==> config.mk <==
export PLATFORM = sky130hd
export DESIGN_NAME = adc_scan_buffer
export DESIGN_NICKNAME = d
export VERILOG_FILES = /design/src/rtl/voltmeter_pkg.sv /design/src/rtl/code_to_mv.sv /design/src/rtl/adc_scan_buffer.sv
export SDC_FILE = /design/constraint.sdc
export NUM_CORES = 1
export LEC_CHECK = 0
export CAP_MARGIN = 5
export CORE_AREA = 2 2 163 149
export DETAILED_ROUTE_END_ITERATION = 8
export DIE_AREA = 0 0 165 151
export DONT_BUFFER_PORTS = 1
export PLACE_DENSITY = 0.66
export SYNTH_ARGS = -nofsm -noshare
export SYNTH_HDL_FRONTEND = slang
export SYNTH_SLANG_ARGS = --single-unit
export TNS_END_PERCENT = 50
==> constraint.sdc <==
create_clock -name pclk -period 9.4 [get_ports pclk]
set_clock_uncertainty 0.2 [all_clocks]
set_input_delay 1.88 -clock pclk [delete_from_list [all_inputs] [get_ports pclk]]
set_output_delay 1.88 -clock pclk [all_outputs]
set_load 0.01 [all_outputs]
==> src/rtl/voltmeter_pkg.sv <==
// ---------------------------------------------------------------------------
// voltmeter_pkg
// Shared constants for the on-screen voltmeter data path:
//   - NCH          : number of XADC channels scanned per pass (fixed at 13)
//   - MV_SENTINEL  : value stored for a channel whose DRP read timed out
//   - CH_ADDR      : DRP register address per channel index
//                    (VP/VN first, then VAUX0..VAUX11)
//   - ST_*         : scan FSM state encoding
//   - ch_addr()    : guarded table lookup, 7'h00 for out-of-range indices
// ---------------------------------------------------------------------------
package voltmeter_pkg;

  localparam int NCH = 13;

  localparam logic [9:0] MV_SENTINEL = 10'h3FF;

  localparam logic [3:0] LAST_CH = 4'd12;

  localparam logic [6:0] CH_ADDR [NCH] = '{
    7'h03,
    7'h10, 7'h11, 7'h12, 7'h13,
    7'h14, 7'h15, 7'h16, 7'h17,
    7'h18, 7'h19, 7'h1A, 7'h1B
  };

  // Scan FSM state encoding
  localparam logic [2:0] ST_IDLE  = 3'd0;
  localparam logic [2:0] ST_REQ   = 3'd1;
  localparam logic [2:0] ST_WAIT  = 3'd2;
  localparam logic [2:0] ST_CONV  = 3'd3;
  localparam logic [2:0] ST_STORE = 3'd4;

  // DRP address for a channel; indices past the last channel map to 0.
  function automatic logic [6:0] ch_addr(input logic [3:0] ch);
    logic [6:0] addr;
    if (ch <= LAST_CH) begin
      addr = CH_ADDR[ch];
    end else begin
      addr = 7'h00;
    end
    return addr;
  endfunction

endpackage

==> src/rtl/code_to_mv.sv <==
// ---------------------------------------------------------------------------
// code_to_mv
// Converts a 12-bit XADC code to millivolts on a 0..999 scale:
//   mv = (code * 1000) >> 12   (22-bit product, truncating shift)
// One register stage; the result is valid one clock after code_i.
// Kept separate so range/scale variants can swap the multiplier.
//
// Ports:
//   clk_i   in   1   clock
//   rst_ni  in   1   asynchronous active-low reset
//   code_i  in  12   raw ADC code
//   mv_o    out 10   registered millivolt value
// ---------------------------------------------------------------------------
module code_to_mv (
  input  logic        clk_i,
  input  logic        rst_ni,
  input  logic [11:0] code_i,
  output logic [9:0]  mv_o
);

  logic [9:0] mv_d;
  logic [9:0] mv_q;

  // Scale the code; the maximum 0xFFF yields 999, so 10 bits always suffice.
  always_comb begin
    mv_d = 10'((22'(code_i) * 22'd1000) >> 12);
  end

  // Output register stage
  always_ff @(posedge clk_i or negedge rst_ni) begin
    if (!rst_ni) begin
      mv_q <= 10'd0;
    end else begin
      mv_q <= mv_d;
    end
  end

  assign mv_o = mv_q;

endmodule

==> src/rtl/adc_scan_buffer.sv <==
// ---------------------------------------------------------------------------
// adc_scan_buffer
// Periodically reads 13 XADC channels over DRP, converts each code to
// millivolts and keeps the latest value per channel for the character
// overlay, which reads it back through a registered random-access port.
//
// Parameters:
//   SCAN_DIV  pclk cycles between scan starts (16 .. 2^24-1)
//   TIMEOUT   pclk cycles to wait for drdy before failing a channel (4..255)
//
// Ports:
//   pclk       in    1  pixel clock, the only clock
//   rst        in    1  asynchronous active-low reset
//   drp_den    out   1  DRP enable, one-cycle pulse per read
//   drp_daddr  out   7  DRP register address
//   drp_dwe    out   1  DRP write enable, always 0
//   drp_drdy   in    1  DRP data ready
//   drp_do     in   16  DRP read data, code in [15:4]
//   rd_ch      in    4  channel index from the display stage
//   rd_mv      out  10  millivolts for rd_ch, one-cycle latency
//   rd_err     out   1  timeout flag for rd_ch, same timing as rd_mv
//   scan_done  out   1  one-cycle pulse while the last channel is stored
//   busy       out   1  high from scan start until scan_done
// ---------------------------------------------------------------------------
module adc_scan_buffer
  import voltmeter_pkg::*;
#(
  parameter int SCAN_DIV = 4_000_000,
  parameter int TIMEOUT  = 64
) (
  input  logic        pclk,
  input  logic        rst,
  output logic        drp_den,
  output logic [6:0]  drp_daddr,
  output logic        drp_dwe,
  input  logic        drp_drdy,
  input  logic [15:0] drp_do,
  input  logic [3:0]  rd_ch,
  output logic [9:0]  rd_mv,
  output logic        rd_err,
  output logic        scan_done,
  output logic        busy
);

  localparam logic [23:0] TICK_LAST = 24'(SCAN_DIV - 1);
  localparam logic [7:0]  TMO_LAST  = 8'(TIMEOUT - 1);

  // Scan control state
  logic [2:0]  state_q,    state_d;
  logic [23:0] tick_cnt_q, tick_cnt_d;
  logic [3:0]  ch_q,       ch_d;
  logic [7:0]  tmo_cnt_q,  tmo_cnt_d;
  logic        tmo_flag_q, tmo_flag_d;
  logic [11:0] code_q,     code_d;
  logic        tick_s;

  // Registered DRP / status outputs
  logic        den_q,   den_d;
  logic [6:0]  daddr_q, daddr_d;
  logic        done_q,  done_d;
  logic        busy_q,  busy_d;

  // Channel buffer and read port
  logic [9:0]     mv_buf_q [NCH];
  logic [NCH-1:0] err_q;
  logic [9:0]     rd_mv_q;
  logic           rd_err_q;
  logic [9:0]     mv_s;

  code_to_mv u_code_to_mv (
    .clk_i  (pclk),
    .rst_ni (rst),
    .code_i (code_q),
    .mv_o   (mv_s)
  );

  // Free-running scan period counter; tick marks the terminal count.
  always_comb begin
    tick_s = (tick_cnt_q == TICK_LAST);
    if (tick_s) begin
      tick_cnt_d = 24'd0;
    end else begin
      tick_cnt_d = tick_cnt_q + 24'd1;
    end
  end

  // Scan FSM next-state logic
  always_comb begin
    state_d    = state_q;
    ch_d       = ch_q;
    tmo_cnt_d  = tmo_cnt_q;
    tmo_flag_d = tmo_flag_q;
    code_d     = code_q;
    case (state_q)
      ST_IDLE: begin
        // A tick arriving while a scan is running is simply lost.
        if (tick_s) begin
          state_d = ST_REQ;
          ch_d    = 4'd0;
        end else begin
          state_d = ST_IDLE;
        end
      end
      ST_REQ: begin
        // Re-arm the wait so a stale drdy/timeout cannot leak across channels.
        tmo_cnt_d  = 8'd0;
        tmo_flag_d = 1'b0;
        state_d    = ST_WAIT;
      end
      ST_WAIT: begin
        if (drp_drdy) begin
          code_d  = 12'(drp_do >> 4);
          state_d = ST_CONV;
        end else if (tmo_cnt_q == TMO_LAST) begin
          tmo_flag_d = 1'b1;
          state_d    = ST_STORE;
        end else begin
          tmo_cnt_d = tmo_cnt_q + 8'd1;
        end
      end
      ST_CONV: begin
        // code_to_mv registers the result on this edge.
        state_d = ST_STORE;
      end
      ST_STORE: begin
        if (ch_q == LAST_CH) begin
          state_d = ST_IDLE;
        end else begin
          ch_d    = ch_q + 4'd1;
          state_d = ST_REQ;
        end
      end
      default: begin
        state_d = ST_IDLE;
      end
    endcase
  end

  // Output next-values, decoded from the state being entered so the
  // registered outputs line up with the state they belong to.
  always_comb begin
    den_d = (state_d == ST_REQ);
    if (den_d) begin
      daddr_d = ch_addr(ch_d);
    end else begin
      daddr_d = daddr_q;
    end
    done_d = (state_d == ST_STORE) && (ch_q == LAST_CH);
    busy_d = (state_d != ST_IDLE);
  end

  // Control and output registers
  always_ff @(posedge pclk or negedge rst) begin
    if (!rst) begin
      state_q    <= ST_IDLE;
      tick_cnt_q <= 24'd0;
      ch_q       <= 4'd0;
      tmo_cnt_q  <= 8'd0;
      tmo_flag_q <= 1'b0;
      code_q     <= 12'd0;
      den_q      <= 1'b0;
      daddr_q    <= 7'h00;
      done_q     <= 1'b0;
      busy_q     <= 1'b0;
    end else begin
      state_q    <= state_d;
      tick_cnt_q <= tick_cnt_d;
      ch_q       <= ch_d;
      tmo_cnt_q  <= tmo_cnt_d;
      tmo_flag_q <= tmo_flag_d;
      code_q     <= code_d;
      den_q      <= den_d;
      daddr_q    <= daddr_d;
      done_q     <= done_d;
      busy_q     <= busy_d;
    end
  end

  // Channel buffer: written once per channel in STORE.
  always_ff @(posedge pclk or negedge rst) begin
    if (!rst) begin
      for (int i = 0; i < NCH; i++) begin
        mv_buf_q[i] <= 10'd0;
      end
      err_q <= {NCH{1'b0}};
    end else if (state_q == ST_STORE) begin
      if (tmo_flag_q) begin
        mv_buf_q[ch_q] <= MV_SENTINEL;
        err_q[ch_q]    <= 1'b1;
      end else begin
        mv_buf_q[ch_q] <= mv_s;
        err_q[ch_q]    <= 1'b0;
      end
    end else begin
      err_q <= err_q;
    end
  end

  // Registered read port; a same-cycle STORE is seen one cycle later.
  always_ff @(posedge pclk or negedge rst) begin
    if (!rst) begin
      rd_mv_q  <= 10'd0;
      rd_err_q <= 1'b0;
    end else if (rd_ch <= LAST_CH) begin
      rd_mv_q  <= mv_buf_q[rd_ch];
      rd_err_q <= err_q[rd_ch];
    end else begin
      rd_mv_q  <= 10'd0;
      rd_err_q <= 1'b0;
    end
  end

  assign drp_den   = den_q;
  assign drp_daddr = daddr_q;
  assign drp_dwe   = 1'b0;
  assign rd_mv     = rd_mv_q;
  assign rd_err    = rd_err_q;
  assign scan_done = done_q;
  assign busy      = busy_q;

endmodule

==> implementation parameters <==
Parameter                              Value

Floorplanning
  Overall die area ... 24920 um2
  Placement Rows ... 53
  Core region area ... 23140 um2
  Height of the chip ... 151 um
  Number of primary I/O pins ... 45
  X dimension of the die ... 165 um
  Starting density of the core ... 50.37%

Final layout
  Fin nets ... 1190
  Total area of multi-input combinational cells ... 5487 um2
  Post-route standard cell area excluding fillers ... 12580 um2
  Share of final-layout standard cells stronger than drive strength 1 ... 8.120%
  Non-filler cells, final ... 1398
  Register area ... 5605 um2
  Total of fill cells in the finished design ... 2014
  Number of antenna repair diodes ... 0
  Area growth from synthesis to final layout ... 7.932%

STA
  Slew at the pin with the worst max-slew slack ... 1.141 ns
  Number of max-slew violations in the final report ... 0
  Unrepaired setup endpoints after global routing ... false
  Final cycle utilization of the critical path ... 49.74%
  Count of endpoints failing setup in the final report ... 0
  Highest clock rate ... 213.9 MHz
  Hold_ws ... 0.2747 ns
  Count of final hold-check violations ... 0
  Sum of negative setup slack ... 0 ns
  Slew HR ... 23.50%
  Final worst path period need ... 4.675 ns

Worst setup path
  Startpoint Class ... flop
  Buf+Inv Stages, Crit Path ... 4
  Library cell contributing the largest single delay on the critical path ... fa_1
  Maximum single-stage delay on the critical path ... 0.51 ns
  WS Path Type ... flop to flop
  Kind of cell adding the most delay to the critical path ... adder cells
  Capturing element type of the critical path ... flop
  Data arrival, critical path ... 4.85 ns
  Maximum net fanout on the critical path ... 7
  Sequence of cells on the critical path ... inv_1 -> fa_1 -> fa_1 -> inv_1 -> fa_1 -> inv_1 -> fa_1 -> inv_1 -> ha_1 -> a21oi_1 -> o21ai_0 -> a31o_2 -> or2_2 -> o311ai_0
  Required time of the critical path ... 9.58 ns

Synthesis
  Number of instances in the synthesized netlist ... 1119
  Cell taking the most area after synthesis ... dfrtp_1
  Number of synthesized register bits ... 224
  Area of the mapped netlist ... 11660 um2
  Share of synthesized flip-flops with an asynchronous set or reset ... 100.0%
  Largest cells by area after synthesis ... dfrtp_1 (48%), o21ai_0 (6.8%), mux4_2 (6.4%), fa_1 (6.4%), nand2_1 (6.3%)
  Portion of synthesized cell area occupied by the leading cell type ... 48.08%
  Synth warn ... 0
  Sequential-to-total area share from yosys stat ... 48.08%
  Mean post-synth cell area ... 10.42 um2
  Number of synthesized flops with an enable pin ... 0
  Count of unique library cells instantiated by Yosys ... 69
  Most common flop cell mapped by yosys ... dfrtp_1

CTS
  Clock tree from TritonCTS ... built
  H-tree lvl count ... 1
  Total clock sinks ... 224
  Post-CTS Setup Inserts ... 0
  Resized Gates After CTS ... 0
  Quantity of hold-fixing buffers added after cts ... 0
  Clock edge transition at the registers on the reported setup and hold paths ... 0.06 ns
  Longest Clk Path Bufs ... 3
  Clk_lat worst skew ... 0.52 ns
  Total clock buffers created by CTS ... 25
  Cell at the root of the clock tree ... clkbuf_16

Routing
  Via Count ... 7735
  Router iterations before antenna repair ... 5
  Post-route antenna net violation count ... 0
  DRC violations left ... 0
  DRT Wirelength ... 23950 um
  1st-iter DRT viols ... 467
  Drt wl/cell ... 17.13 um
  Mean number of vias per cell ... 5.533

GRT
  First-pass GRT wire length ... 40280 um
  Vias in the first global route ... 7604
  Maximum number of pins on one net before global-route repair ... 225
  Initial antenna violation count ... 0
  Total track usage ... 20.45%
  Global route overflow ... 0

Place
  Routability congestion estimate from global placement ... 0.7866
  Post-DP HPWL ... 15180 um
  Placement-stage cell area ... 11770 um2
  Number of input and output port buffers inserted ... 0
  Number of placed instances with taps included ... 1354

Status
  Outcome ... completed

Job
  Max-capacitance violation count ... 0

Hold path
  Hold/Removal Path Class ... flop to flop
## sequential cells by signal, summed over array words and instances, names as in the netlist, named ones only
name and count:
mv_buf_q 130, tick_cnt_q 24, code_q 12, rd_mv 10
u_code_to_mv.mv_o 10, tmo_cnt_q 8, drp_daddr 5, ch_q 4
state_q 3, busy 1, drp_den 1, rd_err 1
scan_done 1, tmo_flag_q 1
## routing by layer
layer | vias up | GRT usage (%) | share of wire, % | routed length (um)
met5 | - | 0 | 0 | 0
met4 | 0 | 5.000 | 2.2 | 522
met2 | 130 | 31.15 | 44 | 10660
met1 | 3788 | 30.85 | 49 | 11760
met3 | 40 | 3.286 | 4.2 | 1010
li1 | 3777 | - | - | -
## through the flow
stage          util [%]  setup WS (ns)
6_report          54.37          4.725
5_1_grt           54.37          4.440
4_1_cts           54.37          4.700
3_5_place_dp      50.84          4.731
3_3_place_gp      50.84          4.775
2_1_floorplan         -          5.011
## kinds of logic (layout without fill, tap and decap cells)
kind of cell	count (synthesis)	after routing	share of synthesized area (%)
flops	224	224	48.08
xor+xnor	32	32	2.404
other cells	1	3	0.03217
simple gates	341	341	13.28
fa+ha+maj	88	88	11.83
mux	35	35	6.569
buf+inv	147	122	4.959
compound gates	251	251	12.85
## worst min-delay path, delay by kind of cell (launching register included)
family,cells,cell delay [ns]
and+or+nand+nor,1,0.04
DFF,1,0.34
AOI/OAI and AO/OA,1,0.06
## cells in the final DEF (no fill, tap or decap), drive strengths merged, types with 5 or more instances in the layout
cell type,instances
a2111oi,7
a21o,5
a21oi,18
a221oi,12
a31oi,14
and3,6
clkbuf,40
dfrtp,224
fa,37
ha,51
inv,78
mux4,33
nand2,195
nand3,22
nand4,9
nor2,55
nor3,12
nor4,6
o21ai,158
xnor2,21
xor2,11
## path summary, 6_finish.rpt
check / from / end / slack, ns / cells past startpoint
worst min-delay path: mv_buf_q[13] / mv_buf_q[13] / 0.27 / 2
max in group asynchronous: rst / tick_cnt_q[21] / 7.79 / 0
min in group asynchronous: rst / mv_buf_q[32] / 0.87 / 0
worst min register to register: mv_buf_q[13] / mv_buf_q[13] / 0.27 / 2
worst max register to register: code_q[7] / u_code_to_mv.mv_o[6] / 4.72 / 14
worst max-delay path: code_q[7] / u_code_to_mv.mv_o[6] / 4.72 / 14
## cells in the mapped netlist (all sizes together), types with 3 or more instances
| library cell | number |
|---|---|
| dfrtp | 224 |
| nand2 | 195 |
| o21ai | 158 |
| inv | 77 |
| clkbuf | 56 |
| nor2 | 55 |
| ha | 51 |
| fa | 37 |
| mux4 | 33 |
| nand3 | 22 |
| xnor2 | 21 |
| a21oi | 18 |
| a31oi | 14 |
| buf | 14 |
| a221oi | 12 |
| nor3 | 12 |
| xor2 | 11 |
| nand4 | 9 |
| a2111oi | 7 |
| and3 | 6 |
| nor4 | 6 |
| a21o | 5 |
| nor2b | 4 |
| or4 | 4 |
| and4 | 3 |
| nand2b | 3 |
| nor3b | 3 |
| nor4b | 3 |
| o31ai | 3 |
| or3 | 3 |
## final cells by class
type,count,area share [%]
clock buffer,40,5.897
tap,302,3.003
clock inverter,4,0.5867
timing repair buffer,1,0.05967
multi-input combinational,750,43.61
sequential,224,44.55
inverter,77,2.297
Power is left out: the tool's default activity adds up to more than one toggle a clock period on the data nets, which glitch-free logic cannot reach.
